===== src/rtl/npu_layer_sequencer.sv =====
// npu_layer_sequencer
//   Runs one NPU layer: for each neuron n it selects weight bank n, starts the
//   dot-product unit on the latched activation vector, waits for the result
//   (with a hang timeout) and writes the result to the result buffer at n.
//
// Parameters
//   NUM_NEURONS  neurons per layer, one weight bank each (1..4)
//   TIMEOUT      WAIT cycles without dp_done before the layer is aborted
//
// Ports
//   clk, reset         clock; synchronous active-high reset
//   start, in_data     host request and activation vector (sampled in IDLE)
//   busy, done, err    status: not-idle, one-cycle completion, sticky timeout
//   bank_sel           weight ROM bank index (current neuron)
//   dp_data, dp_start  activation vector and start pulse to the dot-product unit
//   dp_done, dp_result dot-product completion strobe and result
//   res_we, res_addr,
//   res_data           result buffer write port
//
// Build option
//   NPU_SEQ_RELU_EN    when defined, negative results are written as zero
module npu_layer_sequencer #(
  parameter int NUM_NEURONS = 3,
  parameter int TIMEOUT     = 255
) (
  input  logic        clk,
  input  logic        reset,
  input  logic        start,
  input  logic [63:0] in_data,
  output logic        busy,
  output logic        done,
  output logic        err,
  output logic [1:0]  bank_sel,
  output logic [63:0] dp_data,
  output logic        dp_start,
  input  logic        dp_done,
  input  logic [15:0] dp_result,
  output logic        res_we,
  output logic [1:0]  res_addr,
  output logic [15:0] res_data
);

  localparam int CW = (TIMEOUT < 2) ? 1 : $clog2(TIMEOUT + 1);

  typedef enum logic [2:0] {
    IDLE,
    SETUP,
    ISSUE,
    WAIT,
    STORE,
    DONE
  } state_t;

  state_t          state;
  state_t          state_nxt;
  logic [1:0]      n;
  logic [CW-1:0]   tmo_cnt;
  logic            last_n;
  logic            tmo_last;
  logic [15:0]     result_proc;

  assign last_n   = (n == 2'(NUM_NEURONS - 1));
  // This WAIT cycle is the TIMEOUT-th one; the counter reaches TIMEOUT here.
  assign tmo_last = (tmo_cnt == CW'(TIMEOUT - 1));

  // The bank index and the result address both track the neuron counter,
  // which only moves on the STORE->SETUP transition.
  assign bank_sel = n;
  assign res_addr = n;

`ifdef NPU_SEQ_RELU_EN
  assign result_proc = dp_result[15] ? '0 : dp_result;
`else
  assign result_proc = dp_result;
`endif

  always_ff @(posedge clk) begin
    if (reset) begin
      state    <= IDLE;
      n        <= '0;
      tmo_cnt  <= '0;
      err      <= 1'b0;
      dp_data  <= '0;
      res_data <= '0;
    end else begin
      state <= state_nxt;
      unique case (state)
        IDLE: begin
          if (start) begin
            dp_data <= in_data;
            n       <= '0;
            err     <= 1'b0;
          end
        end
        ISSUE: tmo_cnt <= '0;
        WAIT: begin
          // dp_done takes priority over a coinciding timeout.
          if (dp_done) begin
            res_data <= result_proc;
          end else begin
            tmo_cnt <= tmo_cnt + CW'(1);
            if (tmo_last) err <= 1'b1;
          end
        end
        STORE: begin
          if (!last_n) n <= n + 2'd1;
        end
        default: ;
      endcase
    end
  end

  always_comb begin
    state_nxt = state;
    busy      = 1'b1;
    done      = 1'b0;
    dp_start  = 1'b0;
    res_we    = 1'b0;
    unique case (state)
      IDLE: begin
        busy = 1'b0;
        if (start) state_nxt = SETUP;
      end
      SETUP: state_nxt = ISSUE;
      ISSUE: begin
        dp_start  = 1'b1;
        state_nxt = WAIT;
      end
      WAIT: begin
        if (dp_done)       state_nxt = STORE;
        else if (tmo_last) state_nxt = DONE;
      end
      STORE: begin
        res_we    = 1'b1;
        state_nxt = last_n ? DONE : SETUP;
      end
      DONE: begin
        done      = 1'b1;
        state_nxt = IDLE;
      end
      default: state_nxt = IDLE;
    endcase
  end

endmodule


===== config.mk =====
export PLATFORM = sky130hd
export DESIGN_NAME = npu_layer_sequencer
export DESIGN_NICKNAME = d
export VERILOG_FILES = /design/src/rtl/npu_layer_sequencer.sv
export SDC_FILE = /design/constraint.sdc
export NUM_CORES = 1
export LEC_CHECK = 0
export CORE_MARGIN = 3
export CORE_UTILIZATION = 50
export CTS_CLUSTER_DIAMETER = 30
export CTS_CLUSTER_SIZE = 25
export DETAILED_ROUTE_END_ITERATION = 16
export DONT_BUFFER_PORTS = 1
export GPL_TIMING_DRIVEN = 1
export SLEW_MARGIN = 20
export SYNTH_ARGS = -nofsm -noshare
export SYNTH_HDL_FRONTEND = slang
export SYNTH_SLANG_ARGS = --single-unit

===== constraint.sdc =====
create_clock -name clk -period 3.3 [get_ports clk]
set_input_delay 0 -clock clk [delete_from_list [all_inputs] [get_ports clk]]
set_output_delay 0 -clock clk [all_outputs]
set_load 0.02 [all_outputs]

==> results.toml, run 1 <==
[power]
ir_drop_mv = 0.241
p_per_area_nw_per_um2 = 527
p_leak_nw = 1.66

[place]
gp_congestion = 0.733
port_buffers = 0
dpl-instance-area_um2 = 3490
dp_hpwl_um = 5570
post-place-ws_ps = 1280

[synthesis]
synth_fp_nets = 523
synth_area_leader_cell = "dfxtp_1"
synth.distinct_cells = 38
syn_area_um2 = 3580
ys_seq_area_frac = 0.526
ys_ff_latch = 94
synthTopCellsByArea = "dfxtp_1, nand2_1, a21oi_1"
avgSynthCellArea_um2 = 8.21
synth.top_cell.area_share = 0.526
synth_warnings = 0
syn-instance-count = 436

[global_route]
grt_max_degree = 90
grt_pass1_wl_um = 14700
globalRouteOverflowTotal = 0
grt_pass1_vias = 2907
antenna_found_initial = 0
grt_usage = 0.221

[critical_path]
arrival_ps = 2880
rr_worst_depth = 6
crit_start = "state[2]"
worst-path-max-fanout = 48
cp-endpoint = "dp_data[45]"
r2r_end = "dp_data[45]"
criticalPathCategory = "reg2reg"
critPathRequiredTime_ps = 3590
r2r_slack_ps = 720
r2r_start = "state[2]"
endpoint_kind = "flip-flop"
worstSetupStartpointType = "flip-flop"

[sta]
fin_skew_ps = 8.08
post-route-period-util = 0.782
slew_viol_final = 0
maxSlewHeadroom = 0.384
fmax_mhz = 387
setup_ws_ps = 718
rsz0062_at_grt = "no"
tightest_slew_ps = 920
finalCriticalPeriod_ps = 2580
final.setup.tns_ps = 0
setup_viol = 0
hold_viol = 0

[routing]
via_per_inst = 5.10
drt_iter0_drc = 108
num_vias = 3068
dr.pass1.iters = 5
drc = 0
wl_um = 9110
ant_nets = 0
post_drt_wl_per_cell_um = 15.2

[cts]
htree_num_levels = 3
cts_tree = "yes"
clk_pin_slew_worst_paths_ps = 100
clock-root-buffer = "clkbuf_8"
cts_num_sinks = 94
clock_latency_ps = 350
cts_buffer_depth = 2
cts_setup_buffers = 0
numCtsBuffers = 9

[floorplanning]
start_util = 0.521
ios = 173
die_w_um = 90.6
rows = 30
chipHeight_um = 90.6
die-area_um2 = 8210
core_area_um2 = 6870

[cells_and_area]
fin_nets = 587
n_antenna_cell = 0
area_growth_pct = 25.9
design_area_um2 = 4510
nFillCells = 572
fin_util = 0.656
multi_input_area_um2 = 1440
drive_gt1_frac = 0.0574
seq_area_um2 = 1880

[flow_run]
max_cap_violations = 0

[outcome]
status = "finished, final reports clean"

[worst_hold_path]
hp-class = "in2reg"
worst min path at each step:
stage / from / endpoint / slack (ps) / cells after the start
2_1_floorplan: dp_result[10] / res_data[10] / 140 / 2
3_3_place_gp: reset / dp_data[45] / 80 / 1
3_5_place_dp: reset / bank_sel[0] / 80 / 1
4_1_cts: reset / state[1] / 20 / 2
5_1_grt: reset / dp_data[48] / 40 / 2
6_report: reset / dp_data[36] / 20 / 2
placed cells by master (no fill, tap or decap), types with 3 or more instances in the layout:
cell type	instances
nand4_1	5
nand3_1	3
inv_1	5
xor2_1	5
clkbuf_8	9
buf_4	3
nor2_1	11
ha_1	3
a21oi_1	83
nand2_1	163
dlygate4sd3_1	82
dfxtp_1	94
power breakdown:
group / total (W) / internal, W / switching [W]
combinational: 0.000330 / 0.000139 / 0.000191
sequential: 0.00136 / 0.00121 / 0.000153
clock: 0.000683 / 0.000283 / 0.000400
total: 0.00238 / 0.00163 / 0.000743
final cells by class:
cell class	instances	share of cell area
Inverter	5	0.00416
Sequential cell	94	0.417
Tap cell	96	0.0266
Clock inverter	5	0.00944
Timing Repair Buffer	86	0.193
Multi-Input combinational cell	304	0.320
Clock buffer	11	0.0291
metrics by stage:
step / hold slack (ps) / cells / total power (W)
2_1_floorplan: 136 / 436 / 0.00162
3_3_place_gp: 76.9 / 502 / 0.00161
3_5_place_dp: 77.0 / 502 / 0.00162
4_1_cts: 18.5 / 601 / 0.00241
5_1_grt: 36.7 / 601 / 0.00250
6_report: 22.3 / 601 / 0.00238
registers in the layout, summed over array words and instances, names as in the netlist:
name	cells
res_data	16
tmo_cnt	8
state	3
err	1
bank_sel	2
dp_data	64
synthesized netlist by cell type, drive strengths merged:
master  number
or4b         1
nor3b        1
a31oi        1
a21oi       84
xnor2        1
a311oi       1
nor3         3
dfxtp       94
xor2         5
nor2b        1
buf         19
nand2      165
clkbuf      14
or3          1
o21ai        2
and3         2
nand4        5
a211oi       2
or2          1
and3b        1
o31ai        1
nand2b       2
inv          5
and2         3
nor2        11
a22oi        2
and4         1
ha           3
nand3        4
critical path, stage by stage (launching register included):
cell,delay [ps]
dfxtp_1,430
nor3_2,290
and2_2,410
buf_4,490
nand2_1,140
a21oi_1,170
dlygate4sd3_1,570
routing by layer:
layer	share of wire	global-route usage
met1	0.41	0.261
met2	0.49	0.370
met3	0.092	0.0883
met4	0.0097	0.0651
met5	0	0
kinds of logic after synthesis:
group / synth area share
AND/OR/NAND/NOR: 0.241
flip-flops: 0.526
AO/OA/AOI/OAI: 0.136
buffers and inverters: 0.0727
XOR/XNOR: 0.0147
adder cells (fa/ha/maj): 0.0105
timing repair:
action                                 in CTS  in global routing
endpoints found under the hold margin      94                  0
gates resized for setup                     0                  0
hold buffers                               83                  0
(Power assumes the default switching activity.)
==> inputs of run 2 (changes only) <==
ABC_AREA = 1   (was unset)
clock period = 2.5 ns   (was 3.3 ns; I/O delays follow)
==> run 2 against run 1 <==
Effect of this change: setup slack got worse by 290 ps; final cell count increased by 7.7%; utilization increased by 2.3 points; combinational power increased by 120%; area after synthesis increased by 0.77%; global-route usage increased by 0.19 points; register-to-register slack got worse by 290 ps; sequential cell count unchanged; clock skew about the same; critical path type unchanged.
==> results.toml, run 2 <==
[outcome]
status = "finished, final reports clean"

[place]
dp_hpwl_um = 5750
gp_congestion = 0.787
port_buffers = 0
dp.cells = 541
dpl-instance-area_um2 = 3580

[sta]
setup_viol = 0
finalCriticalPeriod_ps = 2070
fin_skew_ps = 8.21
post-route-period-util = 0.829
tightest_slew_ps = 865
slew_viol_final = 0
fmax_mhz = 482
hold_viol = 0
maxSlewHeadroom = 0.422
whs_ps = 7.88
final.setup.tns_ps = 0
rsz0062_at_grt = "no"

[cells_and_area]
mostFrequentLayoutCell = "nor2_1"
area_growth_pct = 30.1
regMostFlops = "dp_data"
layout_common_cells = "nor2_1, dfxtp_1, dlygate4sd3_1"
n_antenna_cell = 0
reg_top3 = "dp_data: 64 flops, res_data: 16 flops, tmo_cnt: 8 flops"
final_cells = 647
largest_reg_flops = 64
fin_nets = 633
design_area_um2 = 4690
drive_gt1_frac = 0.0563

[cts]
clock_latency_ps = 360
clk_pin_slew_worst_paths_ps = 90
cts_num_sinks = 94
cts_buffer_depth = 2
clock-root-buffer = "clkbuf_8"
numCtsBuffers = 9
holdBufCountCts = 90
cts_resized = 0
htree_num_levels = 3
cts_setup_buffers = 0
cts_tree = "yes"

[synthesis]
syn-instance-count = 469
synth_edf_count = 0
synthTopCellsByArea = "dfxtp_1, nor2_1, o21ai_1"
netlist_top_cells_count = "nor2_1, dfxtp_1, o21ai_1"
yosysMostFrequentCell = "nor2_1"
synth_fp_nets = 556
synth_ff_type = "dfxtp_1"
syn_area_um2 = 3610
avgSynthCellArea_um2 = 7.69
synth_warnings = 0
synth.distinct_cells = 21
synthArstFlopShare = 0
ys_ff_latch = 94
ys_seq_area_frac = 0.521
synth.top_cell.area_share = 0.521
synth_area_leader_cell = "dfxtp_1"

[global_route]
grt_pass1_wl_um = 15200
grt_max_degree = 49
globalRouteOverflowTotal = 0
antenna_found_initial = 0
grt_usage = 0.223
grt_pass1_vias = 3144

[critical_path]
r2r_end = "res_data[15]"
r2r_start = "state[1]"
critPathRequiredTime_ps = 2750
worst-path-max-fanout = 17
worstSetupStartpointType = "flip-flop"
criticalPathCategory = "reg2reg"
r2r_slack_ps = 430
endpoint_kind = "flip-flop"
cp-endpoint = "res_data[15]"
arrival_ps = 2330
crit_start = "state[1]"
rr_worst_depth = 6

[worst_hold_path]
hp-class = "in2reg"

[floorplanning]
start_util = 0.522
die-area_um2 = 8270
chipHeight_um = 91.0
ios = 173
rows = 30
core_area_um2 = 6910
die_w_um = 91.0

[power]
p_leak_nw = 1.90
ir_drop_mv = 0.419
p_per_area_nw_per_um2 = 841
fin_total_pwr_w = 0.00395

[routing]
post_drt_wl_per_cell_um = 14.6
dr.pass1.iters = 5
drc = 0
ant_nets = 0
drt_iter0_drc = 145
num_vias = 3327
wl_um = 9460
via_per_inst = 5.14

[flow_run]
max_cap_violations = 0
## run 2: changes by cell type after synthesis, sizes merged, moves of 3 or more
cell | before | now
a21oi | 84 | 24
and2 | 3 | 0
clkbuf | 14 | 10
inv | 5 | 22
nand2 | 165 | 45
nand3 | 4 | 27
nor2 | 11 | 147
o21ai | 2 | 69
xor2 | 5 | 0
## run 2: stage by stage
step                utilization  setup slack, ps
finish                    0.680              427
global route              0.680              298
CTS                       0.680              435
detailed placement        0.518              891
global placement          0.518              925
floorplan                     -             1200
## run 2: final cells by class
cell class | count | area, µm²
Tap cell | 96 | 120
Clock buffer | 11 | 131
Multi-Input combinational cell | 322 | 1440
Inverter | 22 | 82.6
Timing Repair Buffer | 97 | 953
Sequential cell | 94 | 1880
Fill cell | 580 | 2210
Clock inverter | 5 | 83.8
## run 2: report_power, final
group / internal (W) / switching [W]
registers: 0.00172 / 0.000417
logic: 0.000274 / 0.000442
clock network: 0.000566 / 0.000526
total: 0.00256 / 0.00139
## run 2: how the worst min path moves through the flow
stage	start	end	slack [ps]	cells past startpoint
6_report	start	state[0]	8	4
3_5_place_dp	reset	tmo_cnt[4]	80	1
3_3_place_gp	reset	tmo_cnt[4]	80	1
4_1_cts	start	state[0]	3	4
5_1_grt	start	state[2]	50	4
2_1_floorplan	reset	bank_sel[1]	70	1
## run 2: logic make-up (layout without fill, tap and decap cells)
family,count (synthesis),after routing,share of synthesized area
DFF,94,94,0.521
AOI/OAI and AO/OA,94,94,0.131
adders and majority gates,3,3,0.0104
and+or+nand+nor,225,225,0.258
buffers and inverters,53,135,0.0791
## run 2: worst max-delay path, stage by stage (launching register included)
cell,delay [ps]
dfxtp_1,430
nand2_2,100
nor2_4,190
nand2_1,400
nand2_1,180
a21oi_1,80
dlygate4sd3_1,590
## run 2: layer usage
layer,global-route usage,vias up,part of all wire
met5,0,-,0
met4,0.0666,0,0.014
met3,0.0746,12,0.083
met2,0.382,130,0.50
met1,0.264,1526,0.40
li1,-,1659,-
==> inputs of run 3 (changes only) <==
PLACE_DENSITY = 0.68   (was unset)
clock period = 1.9 ns   (was 2.5 ns; I/O delays follow)
==> run 3 against run 2 <==
Effect of this change: clock skew up 3.3 ps; register-to-register slack worse by 290 ps; clock power up 16%; wire length up 4.5%; maximum frequency up 18%; sequential cell count unchanged; critical path type unchanged; critical endpoint is now res_data[0]; global-route usage up 1.0 points; combinational power up 36%; design area up 0.37%.
==> results.toml, run 3 (synthesis results as in run 2) <==
[place]
gp_congestion = 0.768
dp.cells = 544
dp_hpwl_um = 5730
port_buffers = 0

[global_route]
grt_usage = 0.233
grt_max_degree = 66
grt_pass1_wl_um = 15900
globalRouteOverflowTotal = 0
grt_pass1_vias = 3257
antenna_found_initial = 0

[critical_path]
critPathSlowestCell = "dlygate4sd3_1"
max_stage_delay_ps = 590
r2r_end = "res_data[0]"
r2r_start = "state[1]"
worst-path-max-fanout = 16
crit_start = "state[1]"
rr_worst_depth = 6
endpoint_kind = "flip-flop"
r2r_slack_ps = 140
criticalPathCategory = "reg2reg"
critPathRequiredTime_ps = 2170
arrival_ps = 2020
worstSetupStartpointType = "flip-flop"
worstPathCellList = "nand2_2 > nor2_4 > buf_6 > nand3_1 > dlygate4sd3_1 > a21oi_1"

[routing]
post_drt_wl_per_cell_um = 15.2
drt_iter0_drc = 228
dr.pass1.iters = 5
num_vias = 3423
drc = 0
wl_um = 9890
via_per_inst = 5.27
ant_nets = 0

[cells_and_area]
drive_gt1_frac = 0.0651
layout_common_cells = "nor2_1, dfxtp_1, dlygate4sd3_1"
nFillCells = 549
regMostFlops = "dp_data"
final_cells = 649
area_growth_pct = 30.6
fin_nets = 638
n_antenna_cell = 0
reg_top3 = "dp_data: 64 flops, res_data: 16 flops, tmo_cnt: 8 flops"
multi_input_area_um2 = 1440
largest_reg_flops = 64
mostFrequentLayoutCell = "nor2_1"
seq_area_um2 = 1880

[sta]
fin_skew_ps = 11.5
tightest_slew_ps = 852
post-route-period-util = 0.925
finalCriticalPeriod_ps = 1760
setup_viol = 0
slew_viol_final = 0
fmax_mhz = 569
maxSlewHeadroom = 0.430
final.setup.tns_ps = 0
rsz0062_at_grt = "no"
hold_viol = 0

[floorplanning]
die-area_um2 = 8270
die_w_um = 91.0
rows = 30
ios = 173
core_area_um2 = 6910
chipHeight_um = 91.0
start_util = 0.522

[worst_hold_path]
hold_end = "tmo_cnt[0]"
min_from = "reset"
whs_path_depth = 3
hp-class = "in2reg"

[cts]
cts_tree = "yes"
cts_buffer_depth = 2
clock-root-buffer = "clkbuf_8"
htree_num_levels = 3
clk_pin_slew_worst_paths_ps = 90
clock_latency_ps = 340
numCtsBuffers = 9
cts_num_sinks = 94

[power]
ir_drop_mv = 0.602
fin_total_pwr_w = 0.00505
p_per_area_nw_per_um2 = 1070
p_leak_nw = 1.93

[flow_run]
max_cap_violations = 0

[outcome]
status = "finished, final reports clean"
[run 3: per-stage QoR]
step                hold WS [ps]  utilization  area [µm²]  worst slack (ps)
floorplan                   69.1            -        3610               597
global placement            73.1        0.523        3610               350
detailed placement          75.3        0.523        3610               286
CTS                         33.9        0.679        4690              53.7
global route                57.7        0.682        4710              26.1
finish                      48.6        0.682        4710               142
[run 3: what timing repair did]
item | CTS | global route
gates resized for setup | 0 | 3
buffers inserted | 0 | 2
hold buffers | 90 | 0
hold endpoints to repair | 90 | 0
endpoints found under the setup margin | 0 | 8
[run 3: per-layer routing]
metal  track usage  up-vias  share of wire
met5             0        -              0
met4        0.0879        0          0.025
met3        0.0795       24          0.078
met2         0.389      157           0.50
met1         0.277     1577           0.40
li1              -     1665              -
[run 3: final cells by class]
class | instances | area share
clock buffers | 11 | 0.0300
clock inverters | 2 | 0.00743
inverters | 22 | 0.0175
multi-input cells | 322 | 0.306
flip-flops and latches | 94 | 0.400
well taps | 96 | 0.0255
repair buffers | 102 | 0.214
[run 3: power by group]
group          switching (W)  internal, W  leakage, nW  total (W)
Clock               0.000636     0.000623       0.0911    0.00126
Sequential          0.000552      0.00227        0.773    0.00282
Combinational       0.000590     0.000384         1.06   0.000974
[run 3: critical path: cells and delay by family (launching register included)]
kind | cells | cell delay [ps]
AOI/OAI and AO/OA | 1 | 160
and+or+nand+nor | 3 | 360
DFF | 1 | 390
buffers and inverters | 2 | 780
[run 3: worst max-delay path by stage]
stage / depth (start not counted) / slack (ps) / to
after floorplan: 8 / 600 / dp_data[0]
after global placement: 7 / 350 / dp_data[30]
after detailed placement: 7 / 290 / dp_data[15]
after CTS: 6 / 50 / res_data[13]
after global routing: 6 / 30 / res_data[0]
final: 6 / 140 / res_data[0]
